File: src/rtl/scroll_animator.sv
// scroll_animator: steps a signed horizontal scroll offset at most once per frame, latched on the vsync falling edge.
// Build option `SCROLL_PINGPONG_EN: bounce between OFFSET_MIN and OFFSET_MAX instead of wrapping to OFFSET_MAX.
module scroll_animator #(
  parameter int OFFSET_W        = 12,
  parameter int OFFSET_MIN      = -600,
  parameter int OFFSET_MAX      = 600,
  parameter int FRAMES_PER_STEP = 1,
  parameter int DIV_W           = 8
) (
  input  logic                       clk,
  input  logic                       rst,
  input  logic                       vsync,
  input  logic                       enable,
  input  logic                       restart,
  input  logic [3:0]                 speed,
  output logic signed [OFFSET_W-1:0] hoffset,
  output logic                       frame_tick,
  output logic                       wrap,
  output logic                       running
);
  // state | meaning
  // IDLE  | after reset, offset parked at OFFSET_MAX
  // RUN   | offset steps on frame boundaries through the divider
  // PAUSE | offset and divider frozen, boundaries still ticked
  typedef enum logic [1:0] {IDLE, RUN, PAUSE} state_t;

  localparam int XW = OFFSET_W + 1;
  localparam logic signed [OFFSET_W-1:0] MAX_O    = OFFSET_W'(OFFSET_MAX);
  localparam logic signed [XW-1:0]       MIN_X    = XW'(OFFSET_MIN);
  localparam logic [DIV_W-1:0]           DIV_LAST = DIV_W'(FRAMES_PER_STEP - 1);

  state_t state_q, state_d;
  logic vsync_q, restart_pend;
  logic [DIV_W-1:0] div_q, div_d;
  logic boundary, restart_hit;
  logic signed [XW-1:0] cur_x, spd_x, dec_x;
  logic signed [OFFSET_W-1:0] hoffset_d;
  logic wrap_d, running_d;

`ifdef SCROLL_PINGPONG_EN
  localparam logic signed [OFFSET_W-1:0] MIN_O = OFFSET_W'(OFFSET_MIN);
  localparam logic signed [XW-1:0]       MAX_X = XW'(OFFSET_MAX);
  logic dir_q, dir_d;
  logic signed [XW-1:0] inc_x;
  assign inc_x = cur_x + spd_x;
`endif

  assign boundary    = vsync_q & ~vsync;
  assign restart_hit = boundary & (restart_pend | restart);
  // one extra bit of headroom so hoffset +/- speed never overflows
  assign cur_x = {hoffset[OFFSET_W-1], hoffset};
  assign spd_x = XW'(speed);
  assign dec_x = cur_x - spd_x;

  always_ff @(posedge clk) begin
    if (rst) state_q <= IDLE;
    else     state_q <= state_d;
  end

  always_comb begin
    state_d = state_q;
    case (state_q)
      IDLE:    if (enable)  state_d = RUN;
      RUN:     if (!enable) state_d = PAUSE;
      PAUSE:   if (enable)  state_d = RUN;
      default: state_d = IDLE;
    endcase
  end

  always_comb begin
    hoffset_d = hoffset;
    div_d     = div_q;
    wrap_d    = 1'b0;
    running_d = (state_d == RUN);
`ifdef SCROLL_PINGPONG_EN
    dir_d = dir_q;
`endif
    if (restart_hit) begin
      hoffset_d = MAX_O;
      div_d     = '0;
`ifdef SCROLL_PINGPONG_EN
      dir_d = 1'b0;
`endif
    end else if (boundary && state_q == RUN) begin
      if (div_q == DIV_LAST) begin
        div_d = '0;
`ifdef SCROLL_PINGPONG_EN
        if (dir_q) begin
          if (inc_x > MAX_X) begin
            hoffset_d = MAX_O;
            dir_d     = 1'b0;
            wrap_d    = 1'b1;
          end else begin
            hoffset_d = inc_x[OFFSET_W-1:0];
          end
        end else begin
          if (dec_x < MIN_X) begin
            hoffset_d = MIN_O;
            dir_d     = 1'b1;
            wrap_d    = 1'b1;
          end else begin
            hoffset_d = dec_x[OFFSET_W-1:0];
          end
        end
`else
        if (dec_x < MIN_X) begin
          hoffset_d = MAX_O;
          wrap_d    = 1'b1;
        end else begin
          hoffset_d = dec_x[OFFSET_W-1:0];
        end
`endif
      end else begin
        div_d = div_q + 1'b1;
      end
    end
  end

  always_ff @(posedge clk) begin
    if (rst) begin
      vsync_q      <= 1'b1;
      restart_pend <= 1'b0;
      div_q        <= '0;
      hoffset      <= MAX_O;
      frame_tick   <= 1'b0;
      wrap         <= 1'b0;
      running      <= 1'b0;
    end else begin
      vsync_q      <= vsync;
      restart_pend <= boundary ? 1'b0 : (restart_pend | restart);
      div_q        <= div_d;
      hoffset      <= hoffset_d;
      frame_tick   <= boundary;
      wrap         <= wrap_d;
      running      <= running_d;
    end
  end

`ifdef SCROLL_PINGPONG_EN
  always_ff @(posedge clk) begin
    if (rst) dir_q <= 1'b0;
    else     dir_q <= dir_d;
  end
`endif

endmodule

File: config.mk
export PLATFORM = sky130hd
export DESIGN_NAME = scroll_animator
export DESIGN_NICKNAME = d
export VERILOG_FILES = /design/src/rtl/scroll_animator.sv
export SDC_FILE = /design/constraint.sdc
export NUM_CORES = 1
export LEC_CHECK = 0
export ABC_AREA = 1
export ABC_CLOCK_PERIOD_IN_PS = 1900
export CAP_MARGIN = 10
export CORE_MARGIN = 2
export CORE_UTILIZATION = 50
export CTS_BUF_LIST = sky130_fd_sc_hd__clkbuf_4 sky130_fd_sc_hd__clkbuf_8
export DETAILED_ROUTE_END_ITERATION = 7
export PLACE_DENSITY = 0.8
export SYNTH_ARGS = -nofsm -noshare
export SYNTH_HDL_FRONTEND = slang
export SYNTH_SLANG_ARGS = --single-unit
File: constraint.sdc
create_clock -name clk -period 1.9 [get_ports clk]
set_input_delay 0.38 -clock clk [delete_from_list [all_inputs] [get_ports clk]]
set_output_delay 0.38 -clock clk [all_outputs]
set_load 0.01 [all_outputs]
==> flow_metrics.py, run 1 <==
metrics = {
    "synth": {
        "synth_seq_area_share": 0.349,
        "synth_cells": 241,
        "synth_commonest_cells": "nand2_1 (82), inv_1 (41), dfxtp_1 (27)",
        "synth_cell_type_count": 27,
        "yosysTopAreaCellShare": 0.349,
        "synth_area_leaders": "dfxtp_1 (35%), nand2_1 (20%), inv_1 (9.9%)",
        "ys_seq_elements": 27,
        "synthArstFlopShare": 0,
        "synthFlopType": "dfxtp_1",
        "synth_top_area_cell": "dfxtp_1",
        "yosys_warnings": 0,
        "synth_area_per_cell_sq_um": 6.42,
        "yosys.cell_count.top_type": "nand2_1",
        "synth-edff-count": 0,
        "netlist_area_sq_um": 1550,
        "synth.net_count": 257,
    },
    "power_and_ir_drop": {
        "pwr-share-comb": 0.182,
        "pwr-share-clk": 0.234,
        "swShare": 0.254,
        "p_seq_frac": 0.584,
        "power_density_nw_per_um2": 454,
        "netSwitchingPower_w": 0.000254,
        "p_int_w": 0.000748,
        "power_w": 0.00100,
        "ir_worst_vdd_mv": 0.491,
        "p_leak_nw": 1.03,
    },
    "setup_path": {
        "endpoint_kind": "flip-flop",
        "path_cells": "inv_2, ha_4, fa_2, inv_2, a21oi_2, nand2_1, nand2_1, nand2_1, nor2_1, nand2_1, nand2_2, nand2_4, nand2_4, nand2_1, nand2_1",
        "critPathMaxFanout": 5,
        "arrival_ns": 2.21,
        "crit_required_ns": 2.12,
        "crit_type": "reg -> reg",
        "crit_slowest_cell": "fa_2",
        "crit_path_max_incr_delay_ns": 0.37,
        "crit_top_cell": "nand2_1",
        "rrSetupSlack_ns": -0.1,
        "cp-start-kind": "flip-flop",
    },
    "floorplanning": {
        "start_util": 0.515,
        "dieArea_sq_um": 3560,
        "die_h_um": 59.6,
        "core_sq_um": 3000,
        "io-pin-count": 24,
        "die_x_um": 59.6,
        "fp-row-count": 20,
    },
    "placement": {
        "hpwl_um": 2650,
        "place.gp.congestion": 0.829,
        "pre_cts_slack_ns": -0.658,
        "numPortBuffers": 23,
        "placed_cell_area_sq_um": 1990,
    },
    "timing": {
        "fmax_mhz": 501,
        "fin_skew_ns": 0.0125,
        "whs_ns": 0.483,
        "min_period_ns": 2.00,
        "tns_ns": -0.963,
        "setup_ws_ns": -0.0976,
        "final_hold_viol_count": 0,
        "setup_viol": 13,
        "finalCritPeriodShare": 1.05,
        "rsz0062_at_grt": "true",
        "maxSlewViolCount": 0,
        "max_slew.worst_pin.slew_ns": 0.334,
        "slew_headroom": 0.776,
    },
    "clock_network": {
        "clock_sinks": 27,
        "cts.path.max_buffers": 2,
        "path_clk_slew_ns": 0.14,
        "clock_latency_ns": 0.31,
        "cts_tree": "done",
        "cts-root-buf": "clkbuf_4",
        "htreeDepth": 1,
        "numCtsBuffers": 3,
    },
    "grt": {
        "grt_max_degree": 16,
        "antenna_found_initial": 0,
        "grt_busiest_layer": "met2",
        "track_usage": 0.256,
        "grt_pass1_vias": 1712,
        "overflow": 0,
        "met1_usage": 0.299,
        "grt_util_met2": 0.452,
        "grt_use_met3": 0.0306,
        "grt_pass1_wl_um": 7020,
    },
    "outcome": {
        "status": "finished, violations left",
        "violations": "negative setup slack",
    },
    "finish": {
        "nFillCells": 239,
        "final_nets": 318,
        "stdcell_area_sq_um": 2210,
        "area_growth_syn_to_layout_pct": 42.8,
        "n_antenna_cell": 0,
        "layout-drive-gt1-share": 0.272,
    },
    "detailed_routing": {
        "viasPerCell": 5.19,
        "firstDrtPassIters": 4,
        "drc": 0,
        "vias": 1733,
        "drt_first_iter_violations": 110,
        "ant_nets": 0,
        "post_drt_wl_per_cell_um": 12.5,
        "drt-total-wl_um": 4190,
    },
    "run": {
        "maxCapViolCount": 0,
    },
    "min_path": {
        "hold_class": "reg -> reg",
    },
}
-- metrics by stage --
| step | util | instances |
|---|---|---|
| after floorplan | - | 241 |
| after global placement | 0.662 | 317 |
| after detailed placement | 0.662 | 317 |
| after CTS | 0.728 | 334 |
| after global routing | 0.736 | 334 |
| final | 0.736 | 334 |
-- registers in the layout (all words and copies together) (netlist names) --
signal and count:
state_q 2, restart_pend 1, running 1, frame_tick 1
hoffset 12, div_q 8, wrap 1, vsync_q 1
-- power groups by stage --
stage	Combinational, W	Clock, W	Sequential, W
6_report	0.000183	0.000234	0.000585
5_1_grt	0.000200	0.000268	0.000586
4_1_cts	0.000173	0.000246	0.000585
3_5_place_dp	0.000148	0	0.000597
3_3_place_gp	0.000146	0	0.000596
2_1_floorplan	0.0000719	0	0.000598
-- critical path, delay by kind of cell, from the launching register on --
kind	cells	cell delay (ns)
AOI/OAI and AO/OA	1	0.07
and+or+nand+nor	10	0.80
DFF	1	0.35
adders and majority gates	2	0.52
buffers and inverters	2	0.14
-- cell usage in the layout (no fill, tap or decap), drive strengths merged --
cell type / n
a211oi: 1
a21oi: 7
buf: 34
clkbuf: 3
clkdlybuf4s50: 19
clkinv: 1
dfxtp: 27
dlygate4sd2: 4
fa: 1
ha: 6
inv: 43
nand2: 87
nand3: 11
nand4: 3
nor2: 30
nor3: 6
nor3b: 1
nor4: 1
o21ai: 9
o22ai: 4
or2: 2
xor2: 1
-- final cells by class --
cell class | count | area, sq um | area share
Clock inverter | 1 | 5.00 | 0.00227
Multi-Input combinational cell | 170 | 941 | 0.426
Sequential cell | 27 | 542 | 0.245
Inverter | 43 | 161 | 0.0730
Tap cell | 33 | 41.3 | 0.0187
Timing Repair Buffer | 57 | 497 | 0.225
Clock buffer | 3 | 22.5 | 0.0102
-- final timing paths --
path | endpoint | depth (start not counted) | from
worst max-delay path | hoffset[1] | 15 | hoffset[0]
worst min register to register | div_q[7] | 2 | div_q[7]
worst min-delay path | div_q[7] | 2 | div_q[7]
worst max register to register | hoffset[1] | 15 | hoffset[0]
-- metal layers --
| layer | wire (um) | vias up |
|---|---|---|
| met2 | 2150 | 69 |
| met1 | 1680 | 780 |
| met3 | 225 | 20 |
| met5 | 0 | - |
| li1 | - | 864 |
| met4 | 131 | 0 |
-- timing repair --
| action | CTS | global route |
|---|---|---|
| gates cloned | 1 | 0 |
| endpoints found under the setup margin | 13 | 13 |
| pin swaps | 30 | 7 |
| resized for setup | 29 | 8 |
| setup buffers | 12 | 0 |
| hold buffers | 0 | 0 |
-- cell families (layout without fill, tap and decap cells) --
group | count (synthesis) | in the layout | synth area share
adders and majority gates | 7 | 7 | 0.0614
and+or+nand+nor | 140 | 141 | 0.400
AOI/OAI and AO/OA | 21 | 21 | 0.0728
xor gates and xnor gates | 1 | 1 | 0.00566
DFF | 27 | 27 | 0.349
buffers and inverters | 45 | 104 | 0.111
Power figures use the tool's default switching activity.
==> run 2: changes to the inputs <==
CAP_MARGIN = 20   (was 10)
SKIP_CTS_REPAIR_TIMING = 1   (was unset)
==> run 2 against run 1 <==
Sequential power barely moved. Sequential share of layout area rose by 0.084 points. Critical path type unchanged. The flow still finishes with violations (negative setup slack). Register-to-register slack improved by 0.04 ns. Clock power barely moved. Non-clock buffer count fell by 8. Via count fell by 5.0%. Final area fell by 0.34%. Wire length fell by 9.6%. Largest cell class unchanged.
==> flow_metrics.py, run 2 (synthesis gave the netlist of run 1 again) <==
metrics = {
    "power_and_ir_drop": {
        "swShare": 0.253,
        "power_density_nw_per_um2": 453,
        "p_int_w": 0.000746,
        "p_seq_frac": 0.586,
        "ir_worst_vdd_mv": 0.458,
        "p_leak_nw": 1.06,
        "pwr-share-clk": 0.232,
        "pwr-share-comb": 0.182,
        "netSwitchingPower_w": 0.000252,
    },
    "floorplanning": {
        "dieArea_sq_um": 3560,
        "die_x_um": 59.6,
        "fp-row-count": 20,
        "start_util": 0.515,
        "core_sq_um": 3000,
        "die_h_um": 59.6,
        "io-pin-count": 24,
    },
    "detailed_routing": {
        "drt_first_iter_violations": 83,
        "ant_nets": 0,
        "viasPerCell": 5.05,
        "firstDrtPassIters": 4,
        "post_drt_wl_per_cell_um": 11.6,
        "drt-total-wl_um": 3780,
        "drc": 0,
        "vias": 1646,
    },
    "setup_path": {
        "cp-start-kind": "flip-flop",
        "crit_type": "reg -> reg",
        "crit_required_ns": 2.13,
        "r2r_cells": 17,
        "arrival_ns": 2.18,
        "critPathMaxFanout": 4,
        "endpoint_kind": "flip-flop",
    },
    "grt": {
        "overflow": 0,
        "grt_max_degree": 16,
        "grt_pass1_wl_um": 5780,
        "track_usage": 0.206,
        "antenna_found_initial": 0,
        "grt_pass1_vias": 1466,
    },
    "timing": {
        "finalCritPeriodShare": 1.03,
        "slew_headroom": 0.776,
        "setup_ws_ns": -0.0543,
        "maxSlewViolCount": 0,
        "min_period_ns": 1.95,
        "final_hold_viol_count": 0,
        "fmax_mhz": 512,
        "fin_skew_ns": 0.00809,
        "setup_viol": 8,
        "tns_ns": -0.319,
        "max_slew.worst_pin.slew_ns": 0.334,
        "rsz0062_at_grt": "true",
    },
    "clock_network": {
        "numCtsBuffers": 3,
        "clock_sinks": 27,
        "cts.path.max_buffers": 2,
        "cts_tree": "done",
        "cts-root-buf": "clkbuf_4",
        "path_clk_slew_ns": 0.14,
        "htreeDepth": 1,
        "clock_latency_ns": 0.31,
    },
    "outcome": {
        "violations": "negative setup slack",
        "status": "finished, violations left",
    },
    "placement": {
        "place.gp.congestion": 0.829,
        "placedCellCount": 317,
        "placed_cell_area_sq_um": 1990,
        "numPortBuffers": 23,
        "hpwl_um": 2650,
        "pre_cts_slack_ns": -0.658,
    },
    "min_path": {
        "holdPathStages": 2,
        "hold_class": "reg -> reg",
    },
    "finish": {
        "stdcell_area_sq_um": 2200,
        "layout_common_cells": "nand2_1 (67), inv_1 (36), dfxtp_1 (26)",
        "layout-drive-gt1-share": 0.270,
        "post-route-util": 0.733,
        "instances_no_fill": 326,
        "largest_reg_flops": 12,
        "final_nets": 310,
        "top_regs": "hoffset x12, div_q x8, state_q x2",
        "area_growth_syn_to_layout_pct": 42.3,
        "largest_register": "hoffset",
        "n_antenna_cell": 0,
        "layout_commonest_cell": "nand2_1",
    },
    "run": {
        "maxCapViolCount": 0,
    },
}
-- run 2: cell types whose count changed in the layout (fill, tap and decap cells not counted), moves of 3 or more --
| cell | before | now |
|---|---|---|
| buf_4 | 32 | 24 |
| dlygate4sd2_1 | 4 | 0 |
| dlymetal6s2s_1 | 0 | 4 |
| nand2_1 | 70 | 67 |
-- run 2: power by group through the flow --
stage,logic [W],clock network (W),registers (W)
global route,0.000201,0.000266,0.000586
floorplan,0.0000719,0,0.000598
detailed placement,0.000148,0,0.000597
finish,0.000181,0.000232,0.000585
global placement,0.000146,0,0.000596
CTS,0.000149,0.000246,0.000584
-- run 2: per-stage QoR --
step | total power [W] | hold WS (ns)
floorplan | 0.000670 | 0.434
global placement | 0.000742 | 0.455
detailed placement | 0.000744 | 0.466
CTS | 0.000979 | 0.486
global route | 0.00105 | 0.510
finish | 0.000998 | 0.481
-- run 2: final timing paths --
check / from / end / slack [ns]
hold / removal: div_q[7] / div_q[7] / 0.48
setup reg to reg: hoffset[0] / hoffset[5] / -0.05
setup / recovery: hoffset[0] / hoffset[5] / -0.05
hold reg to reg: div_q[7] / div_q[7] / 0.48
-- run 2: routing by layer --
layer / vias up / wire [um] / global-route usage
met5: - / 0 / 0
met4: 0 / 38 / 0.0603
met3: 4 / 147 / 0.0131
met2: 48 / 1990 / 0.378
met1: 746 / 1610 / 0.256
li1: 848 / - / -
-- run 2: worst max-delay path, stage by stage, from the launching register on --
cell     delay (ns)
dfxtp_2        0.35
inv_2          0.04
ha_4           0.15
fa_2           0.39
inv_4          0.11
nand2_4        0.05
nand2_2        0.06
nand2_2        0.04
nand2_2        0.06
nand2_1        0.05
nand2_1        0.05
nand2_1        0.04
nand2_1        0.05
nand2_1        0.06
nand2_2        0.12
nand2_2        0.10
nand2_1        0.08
nand2_1        0.04
-- run 2: cell type report --
cell class | count | area (sq um)
clock buffer | 3 | 22.5
multi-input combinational | 170 | 976
inverter | 43 | 164
fill | 238 | 801
tap | 33 | 41.3
sequential | 27 | 542
clock inverter | 1 | 5.00
timing repair buffer | 49 | 452
